## src/rtl/mips_pkg.sv

```systemverilog
// rtl/mips_pkg.sv - shared widths, forwarding-source enum and zero-register constant
package mips_pkg;

  localparam int DATA_W_DEF = 16;
  localparam int ADDR_W_DEF = 5;
  localparam int ZERO_ADDR  = 0;

  // Which source an operand was taken from this cycle
  typedef enum logic [1:0] {
    FWD_REG = 2'd0,
    FWD_EX  = 2'd1,
    FWD_DM  = 2'd2,
    FWD_WB  = 2'd3
  } fwd_sel_t;

endpackage

```

## src/rtl/regfile_fwd_sb_if.sv

```systemverilog
// rtl/regfile_fwd_sb_if.sv - decode-side bus of the forwarding register file
interface regfile_fwd_sb_if #(
  parameter int DATA_W = mips_pkg::DATA_W_DEF,
  parameter int ADDR_W = mips_pkg::ADDR_W_DEF
);
  import mips_pkg::*;

  localparam int NUM_REGS = 2 ** ADDR_W;

  logic                rd_en;
  logic [ADDR_W-1:0]   ra;
  logic [ADDR_W-1:0]   rb;
  logic                wr_en;
  logic [ADDR_W-1:0]   wr_addr;
  logic [DATA_W-1:0]   wr_data;
  logic                ex_vld;
  logic [ADDR_W-1:0]   ex_rd;
  logic [DATA_W-1:0]   ex_ans;
  logic                dm_vld;
  logic [ADDR_W-1:0]   dm_rd;
  logic [DATA_W-1:0]   dm_ans;
  logic                wb_vld;
  logic [ADDR_W-1:0]   wb_rd;
  logic [DATA_W-1:0]   wb_ans;
  logic                ld_issue;
  logic [ADDR_W-1:0]   ld_rd;
  logic                imm_sel;
  logic [DATA_W-1:0]   imm;
  logic [DATA_W-1:0]   a;
  logic [DATA_W-1:0]   b;
  logic                stall;
  logic [NUM_REGS-1:0] pending;
  fwd_sel_t            a_src;
  fwd_sel_t            b_src;

  modport master (
    output rd_en, ra, rb, wr_en, wr_addr, wr_data,
    output ex_vld, ex_rd, ex_ans, dm_vld, dm_rd, dm_ans, wb_vld, wb_rd, wb_ans,
    output ld_issue, ld_rd, imm_sel, imm,
    input  a, b, stall, pending, a_src, b_src
  );

  modport slave (
    input  rd_en, ra, rb, wr_en, wr_addr, wr_data,
    input  ex_vld, ex_rd, ex_ans, dm_vld, dm_rd, dm_ans, wb_vld, wb_rd, wb_ans,
    input  ld_issue, ld_rd, imm_sel, imm,
    output a, b, stall, pending, a_src, b_src
  );

endinterface

```

## src/rtl/regfile_fwd_sb_fwd_sel.sv

```systemverilog
// rtl/regfile_fwd_sb_fwd_sel.sv - per-operand EX/DM/WB address compare and priority mux
module fwd_sel
  import mips_pkg::*;
#(
  parameter int DATA_W   = DATA_W_DEF,
  parameter int ADDR_W   = ADDR_W_DEF,
  parameter bit ZERO_REG = 1'b1
) (
  input  logic [ADDR_W-1:0] i_addr,
  input  logic [DATA_W-1:0] i_reg_data,
  input  logic              i_ex_vld,
  input  logic [ADDR_W-1:0] i_ex_rd,
  input  logic [DATA_W-1:0] i_ex_ans,
  input  logic              i_dm_vld,
  input  logic [ADDR_W-1:0] i_dm_rd,
  input  logic [DATA_W-1:0] i_dm_ans,
  input  logic              i_wb_vld,
  input  logic [ADDR_W-1:0] i_wb_rd,
  input  logic [DATA_W-1:0] i_wb_ans,
  output logic [DATA_W-1:0] o_data,
  output fwd_sel_t          o_sel
);

  logic w_zero;

  // A hardwired-zero source never matches, so dest 0 can never forward
  assign w_zero = ZERO_REG && (i_addr == ADDR_W'(ZERO_ADDR));

  // Youngest producer wins: EX, then DM, then WB, then the captured array value
  always_comb begin
    o_data = i_reg_data;
    o_sel  = FWD_REG;
    if (w_zero) begin
      o_data = '0;
    end else if (i_ex_vld && (i_ex_rd == i_addr)) begin
      o_data = i_ex_ans;
      o_sel  = FWD_EX;
    end else if (i_dm_vld && (i_dm_rd == i_addr)) begin
      o_data = i_dm_ans;
      o_sel  = FWD_DM;
    end else if (i_wb_vld && (i_wb_rd == i_addr)) begin
      o_data = i_wb_ans;
      o_sel  = FWD_WB;
    end
  end

endmodule

```

## src/rtl/regfile_fwd_sb.sv

```systemverilog
// rtl/regfile_fwd_sb.sv - decode register file with internal forwarding and load scoreboard
module regfile_fwd_sb
  import mips_pkg::*;
#(
  parameter int DATA_W   = DATA_W_DEF,
  parameter int ADDR_W   = ADDR_W_DEF,
  parameter bit ZERO_REG = 1'b1
) (
  input logic             clk,
  input logic             rst_n,
  regfile_fwd_sb_if.slave bus
);

  localparam int NUM_REGS = 2 ** ADDR_W;
  localparam logic [ADDR_W-1:0] ZADDR = ADDR_W'(ZERO_ADDR);

  logic [DATA_W-1:0]   r_mem [NUM_REGS];
  logic [ADDR_W-1:0]   r_ra_q;
  logic [ADDR_W-1:0]   r_rb_q;
  logic [DATA_W-1:0]   r_ar_q;
  logic [DATA_W-1:0]   r_br_q;
  logic [NUM_REGS-1:0] r_pending;

  logic                w_wr_ok;
  logic                w_ld_set;
  logic                w_dm_clr;
  logic [NUM_REGS-1:0] w_set_vec;
  logic [NUM_REGS-1:0] w_clr_vec;
  logic [NUM_REGS-1:0] w_pend_eff;
  logic                w_stall;
  logic                w_capture;
  logic [DATA_W-1:0]   w_ra_data;
  logic [DATA_W-1:0]   w_rb_data;
  logic [DATA_W-1:0]   w_a_fwd;
  logic [DATA_W-1:0]   w_b_fwd;
  fwd_sel_t            w_a_src;
  fwd_sel_t            w_b_src;

  assign w_wr_ok  = bus.wr_en    && !(ZERO_REG && (bus.wr_addr == ZADDR));
  assign w_ld_set = bus.ld_issue && !(ZERO_REG && (bus.ld_rd   == ZADDR));
  assign w_dm_clr = bus.dm_vld   && !(ZERO_REG && (bus.dm_rd   == ZADDR));

  // One-hot set/clear requests for the scoreboard this cycle
  always_comb begin
    w_set_vec = '0;
    w_clr_vec = '0;
    if (w_ld_set) w_set_vec[bus.ld_rd] = 1'b1;
    if (w_dm_clr) w_clr_vec[bus.dm_rd] = 1'b1;
  end

  // A load returning through DM this cycle is forwardable, so it no longer blocks
  assign w_pend_eff = r_pending & ~w_clr_vec;
  assign w_stall    = bus.rd_en &
                      (w_pend_eff[bus.ra] | (w_pend_eff[bus.rb] & ~bus.imm_sel));
  assign w_capture  = bus.rd_en & ~w_stall;

  // Write-through so a same-cycle write is seen by the read being captured
  assign w_ra_data = (w_wr_ok && (bus.wr_addr == bus.ra)) ? bus.wr_data : r_mem[bus.ra];
  assign w_rb_data = (w_wr_ok && (bus.wr_addr == bus.rb)) ? bus.wr_data : r_mem[bus.rb];

  // Architectural register array
  always_ff @(posedge clk or negedge rst_n) begin
    if (!rst_n) begin
      for (int i = 0; i < NUM_REGS; i++) r_mem[i] <= '0;
    end else if (w_wr_ok) begin
      r_mem[bus.wr_addr] <= bus.wr_data;
    end
  end

  // Read stage: capture addresses and data unless stalled or idle
  always_ff @(posedge clk or negedge rst_n) begin
    if (!rst_n) begin
      r_ra_q <= '0;
      r_rb_q <= '0;
      r_ar_q <= '0;
      r_br_q <= '0;
    end else if (w_capture) begin
      r_ra_q <= bus.ra;
      r_rb_q <= bus.rb;
      r_ar_q <= w_ra_data;
      r_br_q <= w_rb_data;
    end
  end

  // Pending-load scoreboard; a new load outranks a same-cycle return
  always_ff @(posedge clk or negedge rst_n) begin
    if (!rst_n) begin
      r_pending <= '0;
    end else begin
      r_pending <= (r_pending & ~w_clr_vec) | w_set_vec;
    end
  end

  fwd_sel #(.DATA_W(DATA_W), .ADDR_W(ADDR_W), .ZERO_REG(ZERO_REG)) u_fwd_a (
    .i_addr     (r_ra_q),
    .i_reg_data (r_ar_q),
    .i_ex_vld   (bus.ex_vld),
    .i_ex_rd    (bus.ex_rd),
    .i_ex_ans   (bus.ex_ans),
    .i_dm_vld   (bus.dm_vld),
    .i_dm_rd    (bus.dm_rd),
    .i_dm_ans   (bus.dm_ans),
    .i_wb_vld   (bus.wb_vld),
    .i_wb_rd    (bus.wb_rd),
    .i_wb_ans   (bus.wb_ans),
    .o_data     (w_a_fwd),
    .o_sel      (w_a_src)
  );

  fwd_sel #(.DATA_W(DATA_W), .ADDR_W(ADDR_W), .ZERO_REG(ZERO_REG)) u_fwd_b (
    .i_addr     (r_rb_q),
    .i_reg_data (r_br_q),
    .i_ex_vld   (bus.ex_vld),
    .i_ex_rd    (bus.ex_rd),
    .i_ex_ans   (bus.ex_ans),
    .i_dm_vld   (bus.dm_vld),
    .i_dm_rd    (bus.dm_rd),
    .i_dm_ans   (bus.dm_ans),
    .i_wb_vld   (bus.wb_vld),
    .i_wb_rd    (bus.wb_rd),
    .i_wb_ans   (bus.wb_ans),
    .o_data     (w_b_fwd),
    .o_sel      (w_b_src)
  );

  assign bus.a       = w_a_fwd;
  assign bus.b       = bus.imm_sel ? bus.imm : w_b_fwd;
  assign bus.stall   = w_stall;
  assign bus.pending = r_pending;
  assign bus.a_src   = w_a_src;
  assign bus.b_src   = w_b_src;

endmodule

```

## src/flat_wrapper.sv

```systemverilog
// flat-port wrapper written by rule: the top's interface ports become plain ports
module regfile_fwd_sb_flat import mips_pkg::*;
#(
  parameter int DATA_W   = DATA_W_DEF,
  parameter int ADDR_W   = ADDR_W_DEF,
  parameter bit ZERO_REG = 1'b1
)
  (clk, rst_n, bus_rd_en, bus_ra, bus_rb, bus_wr_en, bus_wr_addr, bus_wr_data, bus_ex_vld, bus_ex_rd, bus_ex_ans, bus_dm_vld, bus_dm_rd, bus_dm_ans, bus_wb_vld, bus_wb_rd, bus_wb_ans, bus_ld_issue, bus_ld_rd, bus_imm_sel, bus_imm, bus_a, bus_b, bus_stall, bus_pending, bus_a_src, bus_b_src);
  regfile_fwd_sb_if #(.DATA_W(DATA_W), .ADDR_W(ADDR_W)) bus_i ();
  input logic clk;
  input logic rst_n;
  input wire logic [$bits(bus_i.rd_en)-1:0] bus_rd_en;
  input wire logic [$bits(bus_i.ra)-1:0] bus_ra;
  input wire logic [$bits(bus_i.rb)-1:0] bus_rb;
  input wire logic [$bits(bus_i.wr_en)-1:0] bus_wr_en;
  input wire logic [$bits(bus_i.wr_addr)-1:0] bus_wr_addr;
  input wire logic [$bits(bus_i.wr_data)-1:0] bus_wr_data;
  input wire logic [$bits(bus_i.ex_vld)-1:0] bus_ex_vld;
  input wire logic [$bits(bus_i.ex_rd)-1:0] bus_ex_rd;
  input wire logic [$bits(bus_i.ex_ans)-1:0] bus_ex_ans;
  input wire logic [$bits(bus_i.dm_vld)-1:0] bus_dm_vld;
  input wire logic [$bits(bus_i.dm_rd)-1:0] bus_dm_rd;
  input wire logic [$bits(bus_i.dm_ans)-1:0] bus_dm_ans;
  input wire logic [$bits(bus_i.wb_vld)-1:0] bus_wb_vld;
  input wire logic [$bits(bus_i.wb_rd)-1:0] bus_wb_rd;
  input wire logic [$bits(bus_i.wb_ans)-1:0] bus_wb_ans;
  input wire logic [$bits(bus_i.ld_issue)-1:0] bus_ld_issue;
  input wire logic [$bits(bus_i.ld_rd)-1:0] bus_ld_rd;
  input wire logic [$bits(bus_i.imm_sel)-1:0] bus_imm_sel;
  input wire logic [$bits(bus_i.imm)-1:0] bus_imm;
  output wire logic [$bits(bus_i.a)-1:0] bus_a;
  output wire logic [$bits(bus_i.b)-1:0] bus_b;
  output wire logic [$bits(bus_i.stall)-1:0] bus_stall;
  output wire logic [$bits(bus_i.pending)-1:0] bus_pending;
  output wire logic [$bits(bus_i.a_src)-1:0] bus_a_src;
  output wire logic [$bits(bus_i.b_src)-1:0] bus_b_src;
  assign bus_i.rd_en = bus_rd_en;
  assign bus_i.ra = bus_ra;
  assign bus_i.rb = bus_rb;
  assign bus_i.wr_en = bus_wr_en;
  assign bus_i.wr_addr = bus_wr_addr;
  assign bus_i.wr_data = bus_wr_data;
  assign bus_i.ex_vld = bus_ex_vld;
  assign bus_i.ex_rd = bus_ex_rd;
  assign bus_i.ex_ans = bus_ex_ans;
  assign bus_i.dm_vld = bus_dm_vld;
  assign bus_i.dm_rd = bus_dm_rd;
  assign bus_i.dm_ans = bus_dm_ans;
  assign bus_i.wb_vld = bus_wb_vld;
  assign bus_i.wb_rd = bus_wb_rd;
  assign bus_i.wb_ans = bus_wb_ans;
  assign bus_i.ld_issue = bus_ld_issue;
  assign bus_i.ld_rd = bus_ld_rd;
  assign bus_i.imm_sel = bus_imm_sel;
  assign bus_i.imm = bus_imm;
  assign bus_a = bus_i.a;
  assign bus_b = bus_i.b;
  assign bus_stall = bus_i.stall;
  assign bus_pending = bus_i.pending;
  assign bus_a_src = bus_i.a_src;
  assign bus_b_src = bus_i.b_src;
  regfile_fwd_sb #(.DATA_W(DATA_W), .ADDR_W(ADDR_W), .ZERO_REG(ZERO_REG)) u_core (.clk(clk), .rst_n(rst_n), .bus(bus_i));
endmodule
```

## config.mk

```make
export PLATFORM = sky130hd
export DESIGN_NAME = regfile_fwd_sb_flat
export DESIGN_NICKNAME = d
export VERILOG_FILES = /design/src/rtl/mips_pkg.sv /design/src/rtl/regfile_fwd_sb_if.sv /design/src/rtl/regfile_fwd_sb_fwd_sel.sv /design/src/rtl/regfile_fwd_sb.sv /design/src/flat_wrapper.sv
export SDC_FILE = /design/constraint.sdc
export NUM_CORES = 1
export LEC_CHECK = 0
export CAP_MARGIN = 20
export CORE_MARGIN = 2
export CORE_UTILIZATION = 45
export CTS_CLUSTER_DIAMETER = 80
export DETAILED_ROUTE_END_ITERATION = 6
export GPL_TIMING_DRIVEN = 0
export PLACE_DENSITY_LB_ADDON = 0.25
export SLEW_MARGIN = 20
export SYNTH_ARGS = -nofsm -noshare
export SYNTH_HDL_FRONTEND = slang
export SYNTH_SLANG_ARGS = --single-unit
```

## constraint.sdc

```tcl
create_clock -name clk -period 2.4 [get_ports clk]
set_clock_uncertainty 0.05 [all_clocks]
set_input_delay 0.24 -clock clk [delete_from_list [all_inputs] [get_ports clk]]
set_output_delay 0.24 -clock clk [all_outputs]
set_load 0.005 [all_outputs]
```

==> run_results.csv <==
group,metric,value,unit
run_status,outcome,"finished, violations left",
run_status,violations,"negative setup slack",
synth,ys_warn_count,0,
timing,fin_crit,3050,ps
drt,wl_per_cell,29.06,microns
synth,synthAdderAreaFrac,0,%
clock_tree,clk_latency,620,ps
synth,synthCells,2270,
synth,synth.distinct_cells,54,
setup_path,cp.arrival,2760,ps
clock_tree,clock_path_buffers,3,
timing,max_freq,327.8,MHz
pwr,p_leak,0.01685,uW
setup_path,path_class,"reg2out",
timing,holdWs,59.88,ps
placed_design,place_congestion,0.9198,
synth,syn_avg_cell_area,14.40,sq um
grt,track_usage,28.10,%
floorplan,core,71730,sq um
drt,dr.pass1.iters,5,
timing,setup_tns,-37290,ps
floorplan,dieArea,74810,sq um
placed_design,dpl.hpwl,78.69,mm
floorplan,ios,193,
setup_path,crit_required,2110,ps
setup_path,r2r_slack,-450,ps
final_layout,post-route-cell-area,40170,sq um
final_layout,most-common-layout-cells,"dfrtp_1 (578), mux2_2 (496), mux4_2 (326)",
grt,antenna_found_initial,2,
timing,finalWorstSetupSlack,-650.2,ps
timing,final_hold_viol_count,0,
timing,period_share,127.1,%
placed_design,dpl_cell_area,36000,sq um
min_path,hold_path.class,"in2reg",
placed_design,post-place-ws,-2266,ps
grt,grt_remaining_overflow,0,
synth,synthSimpleGateAreaFrac,3.552,%
placed_design,numPortBuffers,180,
synth,synth_xor_area_share,1.072,%
pwr,p_total,33110,uW
synth,synth_compound_area_share,3.992,%
synth,yosysSeqAreaShare,44.86,%
timing,worst_slew_pin_slew,1054,ps
clock_tree,clk_pin_slew,60,ps
drt,wl,104.8,mm
drt,dr_total_vias,22740,
pwr,irDropWorstVdd,0.4588,mV
clock_tree,cts-root-buf,"clkbuf_16",
final_layout,layout_commonest_cell,"dfrtp_1",
synth,ys_async_sr_fraction,100.0,%
pwr,power_density,824.2,nW/um^2
timing,rsz0062_at_grt,"true",
final_layout,drive_gt1_share,50.36,%
drt,drc_errors,0,
grt,grt_max_degree,103,
floorplan,die_y,273.5,microns
floorplan,fp.dieW,273.5,microns
clock_tree,clkSinkCount,586,
setup_path,critPathMaxFanout,10,
final_layout,fillerInstances,5676,
floorplan,initial_core_util,45.57,%
grt,grt_pass1_vias,23740,
final_layout,final_net_count,2732,
grt,grt_pass1_wl,155.6,mm
synth,synth.net_count,2394,
flow_run,drv_cap,0,
drt,detail-route-antenna-nets,0,
setup_path,end_kind,"output pin",
synth,ys_ff_latch,586,
final_layout,area_delta_synth_final,22.90,%
synth,syn_area,32690,sq um
synth,muxShareOfSynthArea,43.51,%
timing,finalSetupViolCount,79,
synth,synth_top_family_by_area,"multiplexers",
timing,drv_slew,0,
drt,vias_per_cell,6.303,
synth,ys.flop_type,"dfrtp_1",
clock_tree,cts_tree,"built",
floorplan,rows,98,
drt,drt-initial-drc-count,1873,
timing,max_slew_margin,29.71,%
synth,synth_edf_count,0,
clock_tree,numCtsBuffers,66,
clock_tree,cts_max_level,3,
setup_path,crit_path_start_kind,"register",
final timing paths:
path                                                  from                                to  cells past startpoint
setup reg to reg           u_core.bus.pending[4]$_DFF_PN0_      u_core.r_ar_q[8]$_DFFE_PN0P_                     10
setup / recovery              u_core.r_rb_q[3]$_DFFE_PN0P_                          bus_b[5]                     11
hold / removal                                bus_dm_rd[1]  u_core.bus.pending[27]$_DFF_PN0_                      4
min in group asynchronous                            rst_n      u_core.r_mem[80]$_DFFE_PN0P_                      3
max in group asynchronous                            rst_n     u_core.r_mem[409]$_DFFE_PN0P_                      6
hold reg to reg              u_core.r_mem[499]$_DFFE_PN0P_     u_core.r_mem[499]$_DFFE_PN0P_                      1
stage by stage:
step           utilization [%]  std cells
2_1_floorplan                -       2270
3_3_place_gp             49.90       3400
3_5_place_dp             50.19       3408
4_1_cts                  55.53       3594
5_1_grt                  56.00       3607
6_report                 56.00       3608
registers in the layout, indices dropped and copies added (netlist names):
name	count
u_core.r_rb_q	5
u_core.r_mem	512
u_core.bus.pending	32
u_core.r_br_q	16
u_core.r_ra_q	5
u_core.r_ar_q	16
per-layer routing:
metal	global-route usage, %	up-vias	routed length, microns
met2	46.75	1011	51210
met1	36.85	12120	42020
met4	9.031	4	3220
li1	-	9398	-
met5	0	-	24
met3	6.070	206	8364
cell families (layout without fill, tap and decap cells):
logic type	Yosys count	in the layout
simple gates	249	249
xor+xnor	40	40
compound gates	218	218
mux	931	931
buf+inv	246	633
other cells	0	1
flops	586	586
cell usage after synthesis (all sizes together) (10+ instances only):
cell type,count,share of area (%)
dfrtp,586,45
mux2,538,19
mux4,326,22
clkbuf,172,2.0
o21ai,105,1.6
nand2,89,1.0
nor2,79,0.91
mux2i,67,2.1
buf,66,0.95
a21oi,42,0.64
a211oi,38,0.87
xor2,28,0.75
nand2b,13,0.25
nand3,12,0.18
xnor2,12,0.32
nor4,10,0.19
o211ai,10,0.23
report_power, final:
part	total [uW]	internal, uW	switching, uW
logic	9170	5420	3750
clock network	10300	6080	4240
registers	13600	12000	1660
area by class of cell:
class                   instances  area, sq um  area share (%)
flip-flops and latches        586        14670           36.53
clock inverters                20        206.4          0.5139
inverters                       8        33.78         0.08410
well taps                     950         1189           2.959
repair buffers                275         2736           6.812
plain buffers                 233         1645           4.096
multi-input cells            1438        17660           43.97
clock buffers                  97         2021           5.030
diodes                          1        2.502        0.006229
timing repair:
item                                   4_1_cts  5_1_grt
buffers inserted                            59       19
endpoints found under the hold margin      203        0
hold buffers                                 5        0
gates cloned                                 8        1
setup endpoints to repair                  313      376
pin swaps                                   72       38
gates resized for setup                    485       84
critical path: stages, from the launching register on:
cell and delay (ps):
dfrtp_2 460, buf_6 130, xor2_1 150, nor4_1 230, nand3_2 110, buf_6 170
clkbuf_4 200, nor2_1 150, a211oi_2 70, a21oi_1 140, o21ai_0 80, dlygate4sd2_1 260
No activity file was read; power rests on OpenSTA's default activity.
